`src/rtl/sisc_pkg.sv`:
```
// sisc_pkg: shared types and constants for the SISC memory arbiter slice.
// Holds the arbiter state encoding, the owner encoding and default widths.
package sisc_pkg;

    typedef enum logic [1:0] {
        IDLE   = 2'd0,
        ACCESS = 2'd1,
        DONE   = 2'd2
    } arb_state_t;

    localparam logic OWN_IF = 1'b0;
    localparam logic OWN_DM = 1'b1;

    localparam int DEF_AW = 16;
    localparam int DEF_DW = 32;

    // Width of a down-counter that must hold values 0..lat-1, never below 1 bit.
    function automatic int cnt_width(input int lat);
        return (lat > 1) ? $clog2(lat) : 1;
    endfunction

endpackage

```
`src/rtl/mem_arb_pick.sv`:
```
// mem_arb_pick: chooses which requester owns the next memory access.
// Build option MEM_ARB_RR_EN selects round-robin on ties; otherwise the
// data requester always wins over instruction fetch.
module mem_arb_pick
    import sisc_pkg::*;
(
    input  logic if_req_i,
    input  logic dm_req_i,
    input  logic last_own_i,
    output logic grant_o,
    output logic own_o
);

    assign grant_o = if_req_i | dm_req_i;

`ifdef MEM_ARB_RR_EN
    // On a tie hand the grant to whoever was not served last; a lone request wins outright.
    always_comb begin
        own_o = OWN_IF;
        if (if_req_i && dm_req_i) begin
            own_o = (last_own_i == OWN_DM) ? OWN_IF : OWN_DM;
        end else if (dm_req_i) begin
            own_o = OWN_DM;
        end
    end
`else
    logic unusedLastOwn;
    assign unusedLastOwn = last_own_i;

    // Fixed priority: the in-flight instruction's load/store goes ahead of the next fetch.
    always_comb begin
        own_o = dm_req_i ? OWN_DM : OWN_IF;
    end
`endif

endmodule

```
`src/rtl/mem_arb.sv`:
```
// mem_arb: single-port memory arbiter and access sequencer for SISC.
// Shares one synchronous memory between fetch and data requesters, holds
// the access stable for MEM_LAT cycles and pulses the owner's done.
// Optional build macro: MEM_ARB_RR_EN (round-robin arbitration on ties).
module mem_arb
    import sisc_pkg::*;
#(
    parameter int AW      = DEF_AW,
    parameter int DW      = DEF_DW,
    parameter int MEM_LAT = 2
) (
    input  logic          clk,
    input  logic          rst,
    input  logic          if_req,
    input  logic [AW-1:0] if_addr,
    output logic          if_done,
    output logic [DW-1:0] if_rdata,
    input  logic          dm_req,
    input  logic          dm_we,
    input  logic [AW-1:0] dm_addr,
    input  logic [DW-1:0] dm_wdata,
    output logic          dm_done,
    output logic [DW-1:0] dm_rdata,
    output logic          mem_en,
    output logic          mem_we,
    output logic [AW-1:0] mem_addr,
    output logic [DW-1:0] mem_wdata,
    input  logic [DW-1:0] mem_rdata,
    output logic          busy
);

    localparam int            CW       = cnt_width(MEM_LAT);
    localparam logic [CW-1:0] CNT_LOAD = CW'(MEM_LAT - 1);

    arb_state_t    state_q, state_d;
    logic [CW-1:0] cnt_q, cnt_d;
    logic          owner_q, owner_d;
    logic          we_q, we_d;
    logic [AW-1:0] addr_q, addr_d;
    logic [DW-1:0] wdata_q, wdata_d;
    logic [DW-1:0] ifRdata_q, ifRdata_d;
    logic [DW-1:0] dmRdata_q, dmRdata_d;

    logic grant;
    logic pickOwn;
    logic lastOwn;

    mem_arb_pick u_pick (
        .if_req_i   (if_req),
        .dm_req_i   (dm_req),
        .last_own_i (lastOwn),
        .grant_o    (grant),
        .own_o      (pickOwn)
    );

`ifdef MEM_ARB_RR_EN
    logic lastOwn_q, lastOwn_d;

    assign lastOwn_d = (state_q == IDLE && grant) ? pickOwn : lastOwn_q;
    assign lastOwn   = lastOwn_q;

    // Remember the owner of every grant so the next tie goes the other way.
    always_ff @(posedge clk or posedge rst) begin
        if (rst) begin
            lastOwn_q <= OWN_IF;
        end else begin
            lastOwn_q <= lastOwn_d;
        end
    end
`else
    assign lastOwn = OWN_IF;
`endif

    // Next-state logic: grant and latch in IDLE, count down in ACCESS, pulse in DONE.
    always_comb begin
        state_d   = state_q;
        cnt_d     = cnt_q;
        owner_d   = owner_q;
        we_d      = we_q;
        addr_d    = addr_q;
        wdata_d   = wdata_q;
        ifRdata_d = ifRdata_q;
        dmRdata_d = dmRdata_q;
        case (state_q)
            IDLE: begin
                if (grant) begin
                    owner_d = pickOwn;
                    if (pickOwn == OWN_DM) begin
                        addr_d  = dm_addr;
                        we_d    = dm_we;
                        wdata_d = dm_wdata;
                    end else begin
                        addr_d  = if_addr;
                        we_d    = 1'b0;
                    end
                    cnt_d   = CNT_LOAD;
                    state_d = ACCESS;
                end
            end
            ACCESS: begin
                if (cnt_q == '0) begin
                    if (!we_q) begin
                        if (owner_q == OWN_DM) begin
                            dmRdata_d = mem_rdata;
                        end else begin
                            ifRdata_d = mem_rdata;
                        end
                    end
                    state_d = DONE;
                end else begin
                    cnt_d = cnt_q - CW'(1);
                end
            end
            DONE: begin
                state_d = IDLE;
            end
            default: begin
                state_d = IDLE;
            end
        endcase
    end

    // State, counter, latched access and read-data registers; reset abandons any access.
    always_ff @(posedge clk or posedge rst) begin
        if (rst) begin
            state_q   <= IDLE;
            cnt_q     <= '0;
            owner_q   <= OWN_IF;
            we_q      <= 1'b0;
            addr_q    <= '0;
            wdata_q   <= '0;
            ifRdata_q <= '0;
            dmRdata_q <= '0;
        end else begin
            state_q   <= state_d;
            cnt_q     <= cnt_d;
            owner_q   <= owner_d;
            we_q      <= we_d;
            addr_q    <= addr_d;
            wdata_q   <= wdata_d;
            ifRdata_q <= ifRdata_d;
            dmRdata_q <= dmRdata_d;
        end
    end

    assign mem_en    = (state_q == ACCESS);
    assign mem_we    = mem_en & we_q;
    assign mem_addr  = addr_q;
    assign mem_wdata = wdata_q;
    assign busy      = (state_q != IDLE);
    assign if_done   = (state_q == DONE) && (owner_q == OWN_IF);
    assign dm_done   = (state_q == DONE) && (owner_q == OWN_DM);
    assign if_rdata  = ifRdata_q;
    assign dm_rdata  = dmRdata_q;

endmodule
```
`config.mk`:
```
export PLATFORM = sky130hd
export DESIGN_NAME = mem_arb
export DESIGN_NICKNAME = d
export VERILOG_FILES = /design/src/rtl/sisc_pkg.sv /design/src/rtl/mem_arb_pick.sv /design/src/rtl/mem_arb.sv
export SDC_FILE = /design/constraint.sdc
export NUM_CORES = 1
export LEC_CHECK = 0
export ABC_AREA = 1
export BUFFER_PORTS_ARGS = -buffer_cell sky130_fd_sc_hd__buf_2
export CORE_MARGIN = 2
export CORE_UTILIZATION = 47
export DETAILED_ROUTE_END_ITERATION = 8
export PLACE_DENSITY = 0.8
export REMOVE_ABC_BUFFERS = 1
export SYNTH_ARGS = -nofsm -noshare
export SYNTH_HDL_FRONTEND = slang
export SYNTH_SLANG_ARGS = --single-unit
```
`constraint.sdc`:
```
create_clock -name clk -period 4.3 [get_ports clk]
set_input_delay 0.43 -clock clk [delete_from_list [all_inputs] [get_ports clk]]
set_output_delay 0.43 -clock clk [all_outputs]
set_load 0.02 [all_outputs]
```
==> results.py, run 1 <==
metrics = {
    "clock_tree": {
        "cts_tree": "built",
        "clkLatencyLatePin_ps": 510,
        "cts_made_buffers": 17,
        "clock-sinks": 117,
        "holdBufCountCts": 0,
        "clockRootBuffer": "clkbuf_8",
        "clockBufferDepth": 2,
        "cts.repair.resized": 0,
        "post-cts-setup-buffer-count": 0,
        "clk_pin_slew_ps": 60,
        "h-tree-depth": 4,
    },
    "die": {
        "die_w_um": 106.2,
        "fp-row-count": 37,
        "initial_core_util_pct": 47.95,
        "die_h_um": 106.2,
        "design.die.area_mm2": 0.01127,
        "design.core.area_mm2": 0.01023,
        "ios": 218,
    },
    "placed_design": {
        "dp_hpwl_um": 8831,
        "gp_congestion": 0.8181,
        "io_buffers": 217,
        "dp_worst_setup_slack_ps": 1804,
        "dpl_cell_area_mm2": 0.005971,
    },
    "timing": {
        "skew_ps": 9.410,
        "setup-violations-final": 0,
        "worst_pin_slew_ps": 1070,
        "grt_setup_unrepaired": "no",
        "slew_viol_final": 0,
        "clock.fmax_mhz": 369.4,
        "holdWs_ps": 108.6,
        "finalHoldViolCount": 0,
        "worst_slack_ps": 1593,
        "finalCritPeriodShare_pct": 62.96,
        "tns_ps": 0,
        "period_minus_slack_ps": 2707,
        "slew-limit-headroom_pct": 28.64,
    },
    "pwr": {
        "p_seq_share_pct": 33.8,
        "vdd_drop_max_v": 0.0004276,
        "pwr-share-clk_pct": 22.7,
        "p_sw_share_pct": 45.72,
        "power_density_mw_per_mm2": 892.5,
        "p_sw_mw": 2.665,
        "p_int_mw": 3.164,
        "p_leak_nw": 3.794,
        "pwr-share-comb_pct": 43.5,
        "total_power_mw": 5.829,
    },
    "final_layout": {
        "finalInstanceArea_mm2": 0.006531,
        "final_nets": 871,
        "synthToLayoutAreaGrowth_pct": 33.13,
        "drive_gt1_share_pct": 33.84,
        "multi_input_area_mm2": 0.001720,
        "antenna_cells": 0,
        "seq_area_mm2": 0.002928,
        "nFillCells": 872,
    },
    "worst_setup_path": {
        "crit_slowest_cell": "nor2_4",
        "r2r_slack_ps": 1850,
        "crit_arrival_ps": 2280,
        "path_buf_inv": 3,
        "startpoint_type": "flip-flop",
        "worst_setup_path_end_kind": "output port",
        "cpLargestDelayFamily": "buffers and inverters",
        "cp_max_fo": 36,
        "crit_required_ps": 3870,
        "critPathKind": "flip-flop to output port",
        "crit_chain": "inv_2, nor2_4, buf_4, buf_2",
        "slowest_delay_ps": 590,
    },
    "logic_synthesis": {
        "ys_seq_elements": 117,
        "yosysMostFrequentCell": "nand2_1",
        "yosysTopAreaCellShare_pct": 59.68,
        "synth_edf_count": 0,
        "yosys_warnings": 0,
        "ys_async_sr_fraction_pct": 100.0,
        "synthTopCellsByCount": "nand2_1, dfrtp_1, nand4_1",
        "synth_area_mm2": 0.004906,
        "synth_area_leaders": "dfrtp_1, nand2_1, nand4_1",
        "ys_seq_area_share_pct": 59.68,
        "syn_inst": 568,
        "yosys_most_used_dff": "dfrtp_1",
        "ys_types": 18,
        "synth.avg_cell_area_um2": 8.637,
        "synth_top_area_cell": "dfrtp_1",
    },
    "global_routing": {
        "overflow": 0,
        "grt_pass1_vias": 4337,
        "grt_max_degree": 89,
        "antenna_found_initial": 1,
        "grt_pass1_wl_um": 20980,
        "grt_usage_pct": 23.64,
    },
    "detailed_routing": {
        "num_vias": 4670,
        "routed_via_density": 5.082,
        "drt_iter0_markers": 328,
        "routedWlPerCell_um": 14.36,
        "drt-total-wl_um": 13200,
        "drtPass1Iterations": 6,
        "drc": 0,
        "detail-route-antenna-nets": 0,
    },
    "worst_hold_path": {
        "hp-class": "primary input to flip-flop",
    },
    "flow_run": {
        "maxCapViolations": 0,
    },
    "outcome": {
        "status": "finished, final reports clean",
    },
}
==> kinds of logic (layout without fill, tap and decap cells) <==
kind of cell           Yosys count  in the layout  share of synthesized area [%]
AND/OR/NAND/NOR                400            400                          34.48
flip-flops                     117            117                          59.68
buffers and inverters           47            262                          5.356
AO/OA/AOI/OAI                    4              4                         0.4845
==> power groups by stage <==
stage	clock, mW	sequential (mW)	combinational, mW
2_1_floorplan	0	2.61	0.928
3_3_place_gp	0	1.95	2.49
3_5_place_dp	0	1.97	2.56
4_1_cts	1.34	1.97	2.56
5_1_grt	1.39	2.03	2.79
6_report	1.32	1.97	2.53
==> state kept, by name, indices dropped and copies added (netlist names) <==
register   count
dm_rdata      32
if_rdata      32
mem_wdata     32
mem_addr      16
state_q        2
cnt_q          1
owner_q        1
we_q           1
==> placed cells by master, fill, tap and decap left out, types with 3 or more instances in the layout <==
master     instances
buf_4              4
clkbuf_16         16
nand2_1          325
inv_1              4
nor2_1             3
nand4_1           64
clkinv_4           5
dfrtp_1          117
buf_2            217
inv_6              5
inv_2              4
==> routing by layer <==
| metal | global-route usage [%] | wire [µm] | vias up |
|---|---|---|---|
| met5 | 0 | 11 | - |
| met4 | 7.425 | 174 | 2 |
| met3 | 7.603 | 1138 | 15 |
| met2 | 37.59 | 6180 | 231 |
| met1 | 30.94 | 5691 | 2197 |
| li1 | - | - | 2225 |
==> worst register-to-register path, delay by kind of cell, from the launching register on <==
kind | cells | cell delay, ps
AND/OR/NAND/NOR | 4 | 1400
buffers and inverters | 1 | 520
flip-flops | 1 | 420
==> path summary, 6_finish.rpt <==
path | from | to | cells after the start
setup reg to reg | cnt_q$_DFFE_PP0P_ | if_rdata[12]$_DFFE_PP0P_ | 5
min in group asynchronous | rst | mem_wdata[27]$_DFFE_PP0P_ | 2
hold reg to reg | mem_addr[12]$_DFFE_PP0P_ | mem_addr[12]$_DFFE_PP0P_ | 2
setup / recovery | state_q[0]$_DFFE_PP0P_ | mem_en | 4
max in group asynchronous | rst | if_rdata[17]$_DFFE_PP0P_ | 3
hold / removal | dm_wdata[26] | mem_wdata[26]$_DFFE_PP0P_ | 3
==> cell type report <==
type / instances / share of cell area [%]
multi-input combinational: 404 / 26.34
clock buffer: 17 / 6.341
inverter: 9 / 0.5556
tap: 136 / 2.605
timing repair buffer: 221 / 17.09
clock inverter: 15 / 2.241
sequential: 117 / 44.83
==> through the flow <==
| step | util [%] | cells |
|---|---|---|
| after detailed placement | 58.36 | 887 |
| after global placement | 58.36 | 887 |
| final | 63.84 | 919 |
| after floorplan | - | 530 |
| after global routing | 63.84 | 919 |
| after CTS | 63.84 | 919 |
Note: power is estimated with default switching activity, not from simulation.
==> run 2: changes to the inputs <==
- ABC_AREA: 1 -> 0
- CORE_UTILIZATION: 47 -> 46
- PLACE_DENSITY: 0.8 -> 0.79
- clock period: 4.3 -> 2.7 ns (I/O delays scaled with it)
==> results.py, run 2 <==
metrics = {
    "logic_synthesis": {
        "yosysMostFrequentCell": "mux2_2",
        "synth.avg_cell_area_um2": 16.75,
        "synth_top_area_cell": "dfrtp_1",
        "yosysTopAreaCellShare_pct": 62.67,
        "synth_area_leaders": "dfrtp_1, mux2_2, buf_6",
        "yosys_warnings": 0,
        "yosys_most_used_dff": "dfrtp_1",
        "ys_seq_area_share_pct": 62.67,
        "synth_edf_count": 0,
        "ys_seq_elements": 117,
        "synthTopCellsByCount": "mux2_2, dfrtp_1, buf_6",
        "synth_area_mm2": 0.004672,
        "ys_types": 21,
        "ys_async_sr_fraction_pct": 100.0,
        "syn_inst": 279,
    },
    "global_routing": {
        "grt_usage_pct": 22.07,
        "antenna_found_initial": 0,
        "grt_pass1_wl_um": 18840,
        "grt_max_degree": 53,
        "overflow": 0,
        "grt_pass1_vias": 3802,
    },
    "final_layout": {
        "nFillCells": 690,
        "drive_gt1_share_pct": 66.38,
        "layout_commonest_cell": "buf_2",
        "stdcell_count": 707,
        "finalInstanceArea_mm2": 0.006993,
        "antenna_cells": 0,
        "final_nets": 665,
        "final_cell_mix": "buf_2, mux2_2, dfrtp_1",
        "synthToLayoutAreaGrowth_pct": 49.68,
    },
    "flow_run": {
        "maxCapViolations": 0,
    },
    "placed_design": {
        "dp_hpwl_um": 7363,
        "placed_cells": 619,
        "dpl_cell_area_mm2": 0.005828,
        "dp_worst_setup_slack_ps": 802.7,
        "io_buffers": 217,
        "gp_congestion": 0.7623,
    },
    "clock_tree": {
        "cts.repair.resized": 0,
        "cts_made_buffers": 17,
        "clkLatencyLatePin_ps": 500,
        "cts_tree": "built",
        "h-tree-depth": 4,
        "clock-sinks": 117,
        "clockBufferDepth": 2,
        "clk_pin_slew_ps": 50,
        "holdBufCountCts": 58,
        "post-cts-setup-buffer-count": 0,
        "clockRootBuffer": "clkbuf_8",
    },
    "die": {
        "fp-row-count": 36,
        "initial_core_util_pct": 47.58,
        "design.core.area_mm2": 0.009819,
        "ios": 218,
        "design.die.area_mm2": 0.01098,
        "die_h_um": 104.8,
        "die_w_um": 104.8,
    },
    "worst_setup_path": {
        "critPathKind": "flip-flop to flip-flop",
        "worst_setup_path_end_kind": "flip-flop",
        "reg2reg_from": "state_q[0]$_DFFE_PP0P_",
        "critPathLaunch": "state_q[0]$_DFFE_PP0P_",
        "crit_slowest_cell": "o21a_1",
        "slowest_delay_ps": 670,
        "startpoint_type": "flip-flop",
        "crit_required_ps": 3080,
        "cp_max_fo": 19,
        "crit_arrival_ps": 2200,
        "crit_chain": "nor2_2, o21a_1, mux2_2",
    },
    "timing": {
        "setup-violations-final": 0,
        "grt_setup_unrepaired": "no",
        "worst_pin_slew_ps": 800.0,
        "finalHoldViolCount": 0,
        "period_minus_slack_ps": 1819,
        "finalCritPeriodShare_pct": 67.37,
        "worst_slack_ps": 881.1,
        "slew_viol_final": 0,
        "clock.fmax_mhz": 549.8,
        "skew_ps": 10.26,
        "slew-limit-headroom_pct": 46.67,
    },
    "detailed_routing": {
        "routed_via_density": 4.835,
        "detail-route-antenna-nets": 0,
        "drtPass1Iterations": 6,
        "wl_met1_um": 4318,
        "routedWlPerCell_um": 16.54,
        "wl_met3_um": 622,
        "dr_wl_met2_um": 6487,
        "drt_iter0_markers": 85,
        "highest_layer": "met4",
        "drc": 0,
        "drt-total-wl_um": 11690,
        "num_vias": 3418,
    },
    "pwr": {
        "power_density_mw_per_mm2": 1320,
        "p_leak_nw": 3.385,
        "vdd_drop_max_v": 0.0007750,
    },
    "worst_hold_path": {
        "worstHoldStart": "mem_rdata[2]",
        "hp-class": "primary input to flip-flop",
    },
    "outcome": {
        "status": "finished, final reports clean",
    },
}
-- run 2: through the flow --
step	hold slack (ps)	power [mW]	setup TNS, ps	util, %
final	22.94	9.228	0	71.22
after global routing	0.04435	9.682	0	71.22
after CTS	0.1431	9.263	0	71.11
after detailed placement	415.2	6.995	0	59.35
after global placement	400.0	6.847	0	59.35
after floorplan	394.1	5.635	-78480	-
-- run 2: cell families (layout without fill, tap and decap cells) --
family                 Yosys count  count (layout)  synth area share (%)
and+or+nand+nor                 11              11                 2.062
DFF                            117             117                 62.67
buffers and inverters           18             313                 3.348
AOI/OAI and AO/OA                5               5                0.8303
muxes                          128             128                 31.09
-- run 2: critical path, delay by kind of cell (launching register included) --
kind               cells  cell delay [ps]
AOI/OAI and AO/OA      1              670
DFF                    1              430
muxes                  1              410
and+or+nand+nor        1              180
-- run 2: where the power goes --
group	total, mW	leakage [nW]	internal, mW	switching, mW
clock network	2.17	0.277	1.43	0.737
registers	3.15	1.38	2.67	0.480
logic	3.92	1.73	1.71	2.21
-- run 2: final cells by class --
type	instances	area (µm²)	share of cell area (%)
flip-flops and latches	117	2928	41.87
repair buffers	280	1719	24.58
multi-input cells	144	1588	22.71
clock buffers	19	441.7	6.316
well taps	133	166.4	2.380
clock inverters	10	132.6	1.897
inverters	4	17.52	0.2505
-- run 2: worst paths after layout --
check                                      endpoint  slack (ps)  depth (start not counted)
max                         mem_addr[3]$_DFFE_PP0P_         880                          3
min                         if_rdata[2]$_DFFE_PP0P_          20                          2
max reg2reg                 mem_addr[3]$_DFFE_PP0P_         880                          3
min reg2reg                if_rdata[25]$_DFFE_PP0P_         480                          1
max in group asynchronous   if_rdata[1]$_DFFE_PP0P_        1460                          4
min in group asynchronous  if_rdata[20]$_DFFE_PP0P_         420                          3
-- run 2: per-layer routing --
layer | up-vias | global-route usage [%]
li1 | 1571 | -
met1 | 1692 | 22.63
met2 | 132 | 41.14
met3 | 23 | 6.425
met4 | 0 | 9.905
met5 | - | 0
